==> config.mk <==
export PLATFORM = sky130hd
export DESIGN_NAME = id_ex_register
export DESIGN_NICKNAME = d
export VERILOG_FILES = /design/src/rtl/id_ex_register_pkg.sv /design/src/rtl/id_ex_hazard_unit.sv /design/src/rtl/id_ex_register.sv
export SDC_FILE = /design/constraint.sdc
export NUM_CORES = 1
export LEC_CHECK = 0
export CAP_MARGIN = 20
export CORE_AREA = 2 2 186 188
export CTS_BUF_LIST = sky130_fd_sc_hd__clkbuf_4 sky130_fd_sc_hd__clkbuf_8
export CTS_CLUSTER_DIAMETER = 30
export DETAILED_ROUTE_END_ITERATION = 16
export DIE_AREA = 0 0 188 190
export PLACE_DENSITY = 0.58
export SYNTH_ARGS = -nofsm -noshare
export SYNTH_HDL_FRONTEND = slang
export SYNTH_HIERARCHICAL = 1
export SYNTH_SLANG_ARGS = --single-unit
==> constraint.sdc <==
create_clock -name clk -period 5.42 [get_ports clk]
set_clock_uncertainty 0.15 [all_clocks]
set_input_delay 1.084 -clock clk [delete_from_list [all_inputs] [get_ports clk]]
set_output_delay 1.084 -clock clk [all_outputs]
set_load 0.01 [all_outputs]
==> src/rtl/id_ex_register_pkg.sv <==
// Shared types and constants for the ID/EX pipeline register: EX-stage control
// bundle, the XZR register index, the bubble value and A64 opcode encodings.
package id_ex_register_pkg;

  localparam int          REG_IDX_W = 5;
  localparam int          OPCODE_W  = 11;
  localparam int          ALU_OP_W  = 2;

  localparam logic [REG_IDX_W-1:0] XZR_IDX = 5'd31;

  localparam logic [OPCODE_W-1:0] OPC_LDUR = 11'b111_1100_0010;
  localparam logic [OPCODE_W-1:0] OPC_STUR = 11'b111_1100_0000;
  localparam logic [OPCODE_W-1:0] OPC_ADD  = 11'b100_0101_1000;
  localparam logic [OPCODE_W-1:0] OPC_SUB  = 11'b110_0101_1000;

  typedef struct packed {
    logic                reg_write;
    logic                mem_read;
    logic                mem_write;
    logic                mem_to_reg;
    logic                alu_src;
    logic                branch;
    logic [ALU_OP_W-1:0] alu_op;
  } ex_ctrl_t;

  localparam ex_ctrl_t EX_CTRL_BUBBLE = '0;

  // What the register does on the coming edge.
  typedef enum logic [1:0] {
    SEL_CAPTURE = 2'd0,
    SEL_HOLD    = 2'd1,
    SEL_BUBBLE  = 2'd2
  } ex_sel_e;

  // A non-valid decode slot must never carry live control into EX.
  function automatic ex_ctrl_t gate_ctrl(input logic valid, input ex_ctrl_t ctrl);
    return valid ? ctrl : EX_CTRL_BUBBLE;
  endfunction

endpackage

==> src/rtl/id_ex_hazard_unit.sv <==
// Combinational load-use detector: a load in EX whose destination is read by
// the instruction waiting in ID. Writes to XZR never create a dependency.
module id_ex_hazard_unit
  import id_ex_register_pkg::*;
(
  input  logic                 ex_valid_i,
  input  logic                 ex_mem_read_i,
  input  logic [REG_IDX_W-1:0] ex_rd_i,
  input  logic                 id_valid_i,
  input  logic [REG_IDX_W-1:0] id_rn_i,
  input  logic [REG_IDX_W-1:0] id_rm_i,
  output logic                 load_use_o
);

  logic ex_is_load;
  logic src_match;

  assign ex_is_load = ex_valid_i & ex_mem_read_i & (ex_rd_i != XZR_IDX);
  assign src_match  = (id_rn_i == ex_rd_i) | (id_rm_i == ex_rd_i);
  assign load_use_o = ex_is_load & id_valid_i & src_match;

endmodule

==> src/rtl/id_ex_register.sv <==
// ID/EX pipeline register with flush, downstream stall and load-use bubbling.
// Optional bubble counter is built only when IDEX_PERF_COUNT_EN is defined.
module id_ex_register
  import id_ex_register_pkg::*;
#(
  parameter int DATA_W = 64,
  parameter int PERF_W = 16
) (
  input  logic              clk,
  input  logic              rst_n,
  input  logic              in_valid,
  input  logic [1:0]        in_alu_op,
  input  logic [10:0]       in_opcode,
  input  logic [DATA_W-1:0] in_rd_data1,
  input  logic [DATA_W-1:0] in_rd_data2,
  input  logic [DATA_W-1:0] in_imm,
  input  logic [4:0]        in_rn,
  input  logic [4:0]        in_rm,
  input  logic [4:0]        in_rd,
  input  logic              in_reg_write,
  input  logic              in_mem_read,
  input  logic              in_mem_write,
  input  logic              in_mem_to_reg,
  input  logic              in_alu_src,
  input  logic              in_branch,
  input  logic              flush,
  input  logic              ex_stall,
  output logic              out_valid,
  output logic [1:0]        out_alu_op,
  output logic [10:0]       out_opcode,
  output logic [DATA_W-1:0] out_rd_data1,
  output logic [DATA_W-1:0] out_rd_data2,
  output logic [DATA_W-1:0] out_imm,
  output logic [4:0]        out_rn,
  output logic [4:0]        out_rm,
  output logic [4:0]        out_rd,
  output logic              out_reg_write,
  output logic              out_mem_read,
  output logic              out_mem_write,
  output logic              out_mem_to_reg,
  output logic              out_alu_src,
  output logic              out_branch,
  output logic              upstream_stall,
  output logic [PERF_W-1:0] bubble_count
);

  ex_ctrl_t            ctrl_in;
  ex_ctrl_t            ctrl_q,   ctrl_d;
  logic                valid_q,  valid_d;
  logic [10:0]         opcode_q, opcode_d;
  logic [DATA_W-1:0]   data1_q,  data1_d;
  logic [DATA_W-1:0]   data2_q,  data2_d;
  logic [DATA_W-1:0]   imm_q,    imm_d;
  logic [4:0]          rn_q,     rn_d;
  logic [4:0]          rm_q,     rm_d;
  logic [4:0]          rd_q,     rd_d;
  logic                load_use;
  ex_sel_e             sel;

  assign ctrl_in = '{
    reg_write:  in_reg_write,
    mem_read:   in_mem_read,
    mem_write:  in_mem_write,
    mem_to_reg: in_mem_to_reg,
    alu_src:    in_alu_src,
    branch:     in_branch,
    alu_op:     in_alu_op
  };

  id_ex_hazard_unit u_hazard (
    .ex_valid_i    (valid_q),
    .ex_mem_read_i (ctrl_q.mem_read),
    .ex_rd_i       (rd_q),
    .id_valid_i    (in_valid),
    .id_rn_i       (in_rn),
    .id_rm_i       (in_rm),
    .load_use_o    (load_use)
  );

  // Flush beats everything; a stalled EX must hold even across a hazard.
  always_comb begin
    if (flush)         sel = SEL_BUBBLE;
    else if (ex_stall) sel = SEL_HOLD;
    else if (load_use) sel = SEL_BUBBLE;
    else               sel = SEL_CAPTURE;
  end

  always_comb begin
    valid_d  = valid_q;
    ctrl_d   = ctrl_q;
    opcode_d = opcode_q;
    data1_d  = data1_q;
    data2_d  = data2_q;
    imm_d    = imm_q;
    rn_d     = rn_q;
    rm_d     = rm_q;
    rd_d     = rd_q;
    // Data fields of a bubble are don't-care, so they follow the input to
    // keep the datapath mux a plain enable.
    if (sel != SEL_HOLD) begin
      opcode_d = in_opcode;
      data1_d  = in_rd_data1;
      data2_d  = in_rd_data2;
      imm_d    = in_imm;
      rn_d     = in_rn;
      rm_d     = in_rm;
      rd_d     = in_rd;
    end
    unique case (sel)
      SEL_CAPTURE: begin
        valid_d = in_valid;
        ctrl_d  = gate_ctrl(in_valid, ctrl_in);
      end
      SEL_BUBBLE: begin
        valid_d = 1'b0;
        ctrl_d  = EX_CTRL_BUBBLE;
      end
      default: ;
    endcase
  end

  always_ff @(posedge clk or negedge rst_n) begin
    if (!rst_n) begin
      valid_q  <= 1'b0;
      ctrl_q   <= EX_CTRL_BUBBLE;
      opcode_q <= '0;
      data1_q  <= '0;
      data2_q  <= '0;
      imm_q    <= '0;
      rn_q     <= '0;
      rm_q     <= '0;
      rd_q     <= '0;
    end else begin
      valid_q  <= valid_d;
      ctrl_q   <= ctrl_d;
      opcode_q <= opcode_d;
      data1_q  <= data1_d;
      data2_q  <= data2_d;
      imm_q    <= imm_d;
      rn_q     <= rn_d;
      rm_q     <= rm_d;
      rd_q     <= rd_d;
    end
  end

  // Gated by rst_n so IF/ID is never frozen while the pipe is in reset.
  assign upstream_stall = rst_n & ~flush & (ex_stall | load_use);

  assign out_valid      = valid_q;
  assign out_alu_op     = ctrl_q.alu_op;
  assign out_opcode     = opcode_q;
  assign out_rd_data1   = data1_q;
  assign out_rd_data2   = data2_q;
  assign out_imm        = imm_q;
  assign out_rn         = rn_q;
  assign out_rm         = rm_q;
  assign out_rd         = rd_q;
  assign out_reg_write  = ctrl_q.reg_write;
  assign out_mem_read   = ctrl_q.mem_read;
  assign out_mem_write  = ctrl_q.mem_write;
  assign out_mem_to_reg = ctrl_q.mem_to_reg;
  assign out_alu_src    = ctrl_q.alu_src;
  assign out_branch     = ctrl_q.branch;

`ifdef IDEX_PERF_COUNT_EN
  logic              bubble_loaded;
  logic [PERF_W-1:0] bubble_cnt_q, bubble_cnt_d;

  assign bubble_loaded = (sel == SEL_BUBBLE);

  always_comb begin
    bubble_cnt_d = bubble_cnt_q;
    if (bubble_loaded && (bubble_cnt_q != {PERF_W{1'b1}}))
      bubble_cnt_d = bubble_cnt_q + PERF_W'(1);
  end

  always_ff @(posedge clk or negedge rst_n) begin
    if (!rst_n) bubble_cnt_q <= '0;
    else        bubble_cnt_q <= bubble_cnt_d;
  end

  assign bubble_count = bubble_cnt_q;
`else
  assign bubble_count = '0;
`endif

endmodule

Word-level counts from Yosys, hierarchy flattened:

Index checks and enable logic that the tools add are counted.

* flip-flop bits (word level): 227
* bits of input ports: 231
* output and inout port bits: 244

* eq/ne operators: 5
* mux-type cells: 6
* bitwise operators: 9
* reductions and logical operators: 2

Operators by type and width (count)
* $pmux 8 s2: 1
* $eq 5x5->1: 2
* $mux 8: 1
* $and 1x1->1: 6
* $mux 2: 3
* $ne 5x5->1 const B: 1
* $eq 2x2->1 const B: 1
* $logic_not 2->1: 1
* $ne 2x1->1 const B: 1
* $or 1x1->1: 2
* $pmux 1 s2: 1
* $reduce_bool 2->1: 1
* $not 1->1: 1

Depth between registers and ports, before layout:

* depth in word-level cells: 9
* gate-level depth with buffers: 6
* depth with buffers taken out: 6

Modules after synthesis:

Netlist, hierarchy kept.

By module, submodules not included
* id_ex_register: instances 1, cells an instance 519, area an instance 9049.9 um2
* id_ex_hazard_unit: instances 1, cells an instance 18, area an instance 130.1 um2

Worst setup path before layout:

OpenSTA, ideal clock, no wires.

* kind: in2out
* start: in in_rn[0]
* end: out upstream_stall
* data arrival time: 2.194 ns
* required time: 4.186 ns
* setup slack: 1.992 ns
* cell stages on the path: 6
* cells stage by stage: xor2_1 > nor3_1 > nand3_1 > a21oi_1 > nor2_1 > nor3b_1

* word-level cells in the longest chain between the ends: 5

RTL lines
* start: declaration: line id_ex_register.sv:17 `input logic [4:0] in_rn,`
* $eq 5x5->1: line id_ex_hazard_unit.sv:19 `assign src_match = (id_rn_i == ex_rd_i) | (id_rm_i == ex_rd_i);`
* $or 1x1->1: line id_ex_hazard_unit.sv:19
* $and 1x1->1: line id_ex_hazard_unit.sv:20 `assign load_use_o = ex_is_load & id_valid_i & src_match;`
* via load_use: line id_ex_register.sv:57 `logic load_use;`
* $or 1x1->1: line id_ex_register.sv:147 `assign upstream_stall = rst_n & ~flush & (ex_stall | load_use);`
* $and 1x1->1: line id_ex_register.sv:147
* end: declaration: line id_ex_register.sv:43 `output logic upstream_stall,`

The timed path passes the listed nets, and every way through them passes these cells.

Worst setup path in the final report:

Same ends and word-level chain as after synthesis.

==> impl_metrics.tcl <==
set metrics [dict create \
    die_h_um 190 \
    drive_above_1_share 0.313 \
    gp_congestion 0.773 \
    fin_crit_ns 4.71 \
    post_cts_buffers 0 \
    worstPathArrival_ns 3.47 \
    synth_seq_cells 227 \
    critPathLaunchType "input pin" \
    rsz0062_at_grt "false" \
    drt_pass1_iterations 4 \
    synth_top_area_cell "dfrtp_1" \
    grt_max_degree 65 \
    hold_buffers 0 \
    cts_tree "built" \
    cts_max_path_buffers 3 \
    post-route-period-util 0.868 \
    timing.fmax_ghz 0.213 \
    drc_errors 0 \
    fin_area_um2 15600 \
    syn_area_per_cell_um2 17.1 \
    p_per_area_nw_per_um2 337 \
    async_reset_ff_frac 1.00 \
    die_w_um 188 \
    path_clk_slew_ns 0.06 \
    post-route-util 0.459 \
    gr-total-overflow 0 \
    outcome "finished, final reports clean" \
    power_mw 5.25 \
    p_leak_nw 6.76 \
    coreArea_um2 33900 \
    setup_ws_ns 0.715 \
    required_ns 4.19 \
    place_inst 1433 \
    cpMaxStageDelayCell "a21oi_1" \
    finalHoldViolations 0 \
    crit_path_max_fanout 10 \
    cts.sink_count 227 \
    drv_slew 0 \
    fin_worst_hold_slack_ns 0.189 \
    hold_path.class "input pin to async pin" \
    worst_pin_slew_ns 0.919 \
    cts_buffers 59 \
    ys_seq_area_frac 0.619 \
    die_area_um2 35700 \
    syn_inst 537 \
    wirelength_um 27000 \
    crit_type "input pin to output pin" \
    via_count 6385 \
    synth_cell_types 20 \
    dp_hpwl_um 19400 \
    grtUsageMet1 0.165 \
    drt-initial-drc-count 128 \
    placed_cell_area_um2 14200 \
    netlist.area_leader.share 0.619 \
    nNetsFinal 1270 \
    synth_flop_cell "dfrtp_1" \
    ir_drop_v 0.000210 \
    postCtsResizedCells 0 \
    fin_tns_setup_ns 0 \
    setup_viol 0 \
    io_pins 475 \
    crit_path_frequent_cell "clkdlybuf4s50_1" \
    fin_cells 1544 \
    via_per_inst 4.14 \
    synth.area.top_cells "dfrtp_1 62%, mux2_4 16%, mux2_2 14%" \
    wl_per_cell_um 17.5 \
    synthToLayoutAreaGrowth_pct 69.8 \
    yosysMostFrequentCell "dfrtp_1" \
    slowest_delay_ns 0.57 \
    initial_core_util 0.270 \
    grt_use_met3 0.0662 \
    io_buffers 458 \
    track_usage 0.149 \
    cap_violations 0 \
    crit_chain "clkdlybuf4s50_1 > xor2_1 > nor3_1 > nand3_1 > a21oi_1 > nor2_1 > nor3b_1 > clkdlybuf4s50_1" \
    row_count 68 \
    insertion_delay_ns 0.61 \
    cp-end-kind "output pin" \
    synth_commonest_cells "227 x dfrtp_1, 118 x mux2_2, 100 x mux2_4" \
    htreeDepth 2 \
    yosys_warnings 6 \
    synth_edf_count 0 \
    grt_pass1_vias 7013 \
    busiest_layer "met2" \
    use_met2 0.249 \
    antenna_found_initial 3 \
    relSlewSlack 0.387 \
    pre_cts_slack_ns 0.764 \
    syn_area_um2 9180 \
    ant_nets 0 \
    root_buffer "clkbuf_8" \
    grt_pass1_wl_um 41000 \
]
[placed cells by master, fill, tap and decap left out, drive strengths merged, types with 2 or more instances in the layout]
cell type	instances
conb	16
a21oi	10
clkbuf	82
nand3	3
mux2	218
xor2	6
xnor2	4
nand2	10
nor3	2
diode	3
clkinvlp	6
bufinv	6
dfrtp	227
nand4bb	8
clkdlybuf4s50	457
clkinv	12
buf	12
inv	2
[cell type report]
class	count	area (um^2)
clock inverter	26	308
tap	455	569
timing repair buffer	469	4710
clock buffer	82	1090
antenna	3	7.51
fill	3054	18400
sequential	227	5680
multi-input combinational	282	3220
[routing by layer]
layer / part of all wire / wire [um]
met1: 0.38 / 10100
met2: 0.50 / 13500
met3: 0.094 / 2540
met4: 0.030 / 816
met5: 0 / 0
[critical path, delay by kind of cell]
kind	cells	cell delay (ns)
xor+xnor	1	0.17
simple gates	4	0.63
buf+inv	2	1.01
compound gates	1	0.57
[where the power goes]
part	internal (mW)	total, mW	switching, mW
clock	1.59	2.48	0.885
sequential	1.84	1.92	0.0819
combinational	0.556	0.851	0.295
[cell families (layout without fill, tap and decap cells)]
family                 after synthesis  after routing  share of synthesized area
AO/OA/AOI/OAI                       11             11                    0.00641
XOR/XNOR                            10             10                    0.00954
multiplexers                       218            218                      0.308
other                                1             19                   0.000408
flip-flops                         227            227                      0.619
AND/OR/NAND/NOR                     27             27                     0.0203
buffers and inverters               43            577                     0.0363
[final timing paths]
path,slack [ns],depth (start not counted),endpoint,from
worst max-delay path,0.71,8,upstream_stall,in_rn[0]
worst min-delay path,0.19,1,out_rd_data2[34],rst_n
worst max register to register,3.27,6,out_alu_op[0],out_rd[2]
worst min register to register,0.35,1,out_imm[16],out_imm[16]
max in group asynchronous,2.98,3,out_imm[13],rst_n
min in group clk,0.35,1,out_imm[16],out_imm[16]
No activity file was read; power rests on OpenSTA's default activity.
==> RTL edit (config.mk and constraints unchanged) <==
The option `IDEX_PERF_COUNT_EN` is turned on by a define.
--- a/src/rtl/id_ex_register.sv
+++ b/src/rtl/id_ex_register.sv
@@ -1,5 +1,7 @@
 // ID/EX pipeline register with flush, downstream stall and load-use bubbling.
 // Optional bubble counter is built only when IDEX_PERF_COUNT_EN is defined.
+`define IDEX_PERF_COUNT_EN
+
 module id_ex_register
   import id_ex_register_pkg::*;
 #(
Function: changed (Yosys sat finds a counterexample within 4 cycles, from zero or initial values and one cycle with rst_n low).
==> RTL edit against the original RTL <==
- area after synthesis increased by 3.5%
- non-clock buffer count increased by 14
- power grew 14%
- routed wire length grew 20%
- sequential cell count rose by 16
- count of clock-buffer cells in the layout increased by 4
- via count increased by 37%
- critical path depth is the same
- worst setup slack gained 130 ps
- cell area is 5.0% higher
- cell count increased by 33%
- sequential power is 9.9% higher
- critical path type unchanged
- critical endpoint unchanged
==> RTL edit: results (changes against the original RTL) <==
INFO  metric relSlewSlack = 36.6% (-2.1 points)
INFO  metric synthesis.area_per_instance = 9.11 um2 (-47%)
INFO  metric ff2ff_setup_slack = 2480 ps (-790 ps)
INFO  metric layout-drive-gt1-share = 9.32% (-22 points)
INFO  metric r2r-end = bubble_count[7]$_DFFE_PN0P_
INFO  metric antennaDiodeCount = 0 (-3)
INFO  metric non_clock_buffer_count = 483 (+3.0%)
INFO  metric combined_area_of_the_multi_input_logic_cells = 0.00320 mm2 (-0.78%)
INFO  metric main_combinational_cell_family_by_area_after_synthesis = simple AND/OR/NAND/NOR gates
INFO  metric crit_path_start = in_rm[2]
INFO  metric postSynthRegisterBits = 243 (+7.0%)
INFO  metric i_o_buffers = 474 (+3.5%)
INFO  metric synth.distinct_cells = 41 (+110%)
INFO  metric synth.mux.area_fraction = 0.277% (-31 points)
INFO  metric dpl.cell_count = 1931 (+35%)
INFO  metric synth_top_cells_by_count = 661 x sky130_fd_sc_hd__nand2_1, 243 x sky130_fd_sc_hd__dfrtp_1, 28 x sky130_fd_sc_hd__buf_2
INFO  metric stdcell_count = 2053 (+33%)
INFO  metric count_of_cells_along_the_worst_register_to_register_path = 8 (+2)
INFO  metric clock_latency = 580 ps (-30 ps)
INFO  metric largest_voltage_drop_on_the_vdd_net = 0.312 mV (+49%)
INFO  metric nNonClkInverters = 3 (+3)
INFO  metric post_synth_xor_area_fraction = 1.94% (+0.98 points)
INFO  metric antenna_found_initial = 1 (-2)
INFO  metric nets = 1777 (+40%)
INFO  metric via_per_inst = 4.26 (+3.0%)
INFO  metric r2r-start = out_rd[0]$_DFFE_PN0P_
INFO  metric power.clock.fraction = 48.6% (+1.4 points)
INFO  metric post_synth_main_area_contributors = sky130_fd_sc_hd__dfrtp_1 64%, sky130_fd_sc_hd__nand2_1 26%, sky130_fd_sc_hd__buf_2 1.5%
INFO  metric grt_pass1_wl = 50300 um (+23%)
INFO  metric total_leakage_power = 7.85 nW (+16%)
INFO  metric arrival = 3340 ps (-130 ps)
INFO  metric clk_share = 10.0% (+1.0 points)
INFO  metric clock_net_power = 0.00290 W (+17%)
INFO  metric complex_gate_fraction_of_the_synthesized_area = 2.03% (+1.4 points)
INFO  metric sh_seq_area = 37.2% (+0.72 points)
INFO  metric gr-usage-all-layers = 17.9% (+3.0 points)
INFO  metric synth_seq_area_share = 64.0% (+2.1 points)
INFO  metric outcome = finished clean
INFO  metric multi_input_gates = 747 (+160%)
INFO  metric via_count_of_the_first_global_routing_pass = 8903 (+27%)
INFO  metric grt_max_degree = 118 (+82%)
-- RTL edit: metrics by stage --
| step | cell area, um2 | utilization (%) | hold slack (ps) |
|---|---|---|---|
| 6_report | 16400 | 48.2 | 234 |
| 5_1_grt | 16400 | 48.2 | 213 |
| 4_1_cts | 16400 | 48.2 | 191 |
| 3_5_place_dp | 14700 | 43.4 | 304 |
| 3_3_place_gp | 14700 | 43.4 | 299 |
| 2_1_floorplan | 9500 | - | 355 |
-- RTL edit: layer usage --
| layer | wire length (um) | GRT usage [%] | vias up | part of all wire, % |
|---|---|---|---|---|
| met5 | 16 | 0 | - | 0.050 |
| met4 | 624 | 5.88 | 2 | 1.9 |
| met3 | 2970 | 7.29 | 51 | 9.2 |
| met2 | 15400 | 29.5 | 353 | 48 |
| met1 | 13200 | 21.3 | 4088 | 41 |
| li1 | - | - | 4251 | - |
-- RTL edit: critical path: cells and delay by family --
kind	cells	cell delay, ps
compound gates	1	280
xor+xnor	1	150
buf+inv	2	1010
simple gates	4	810
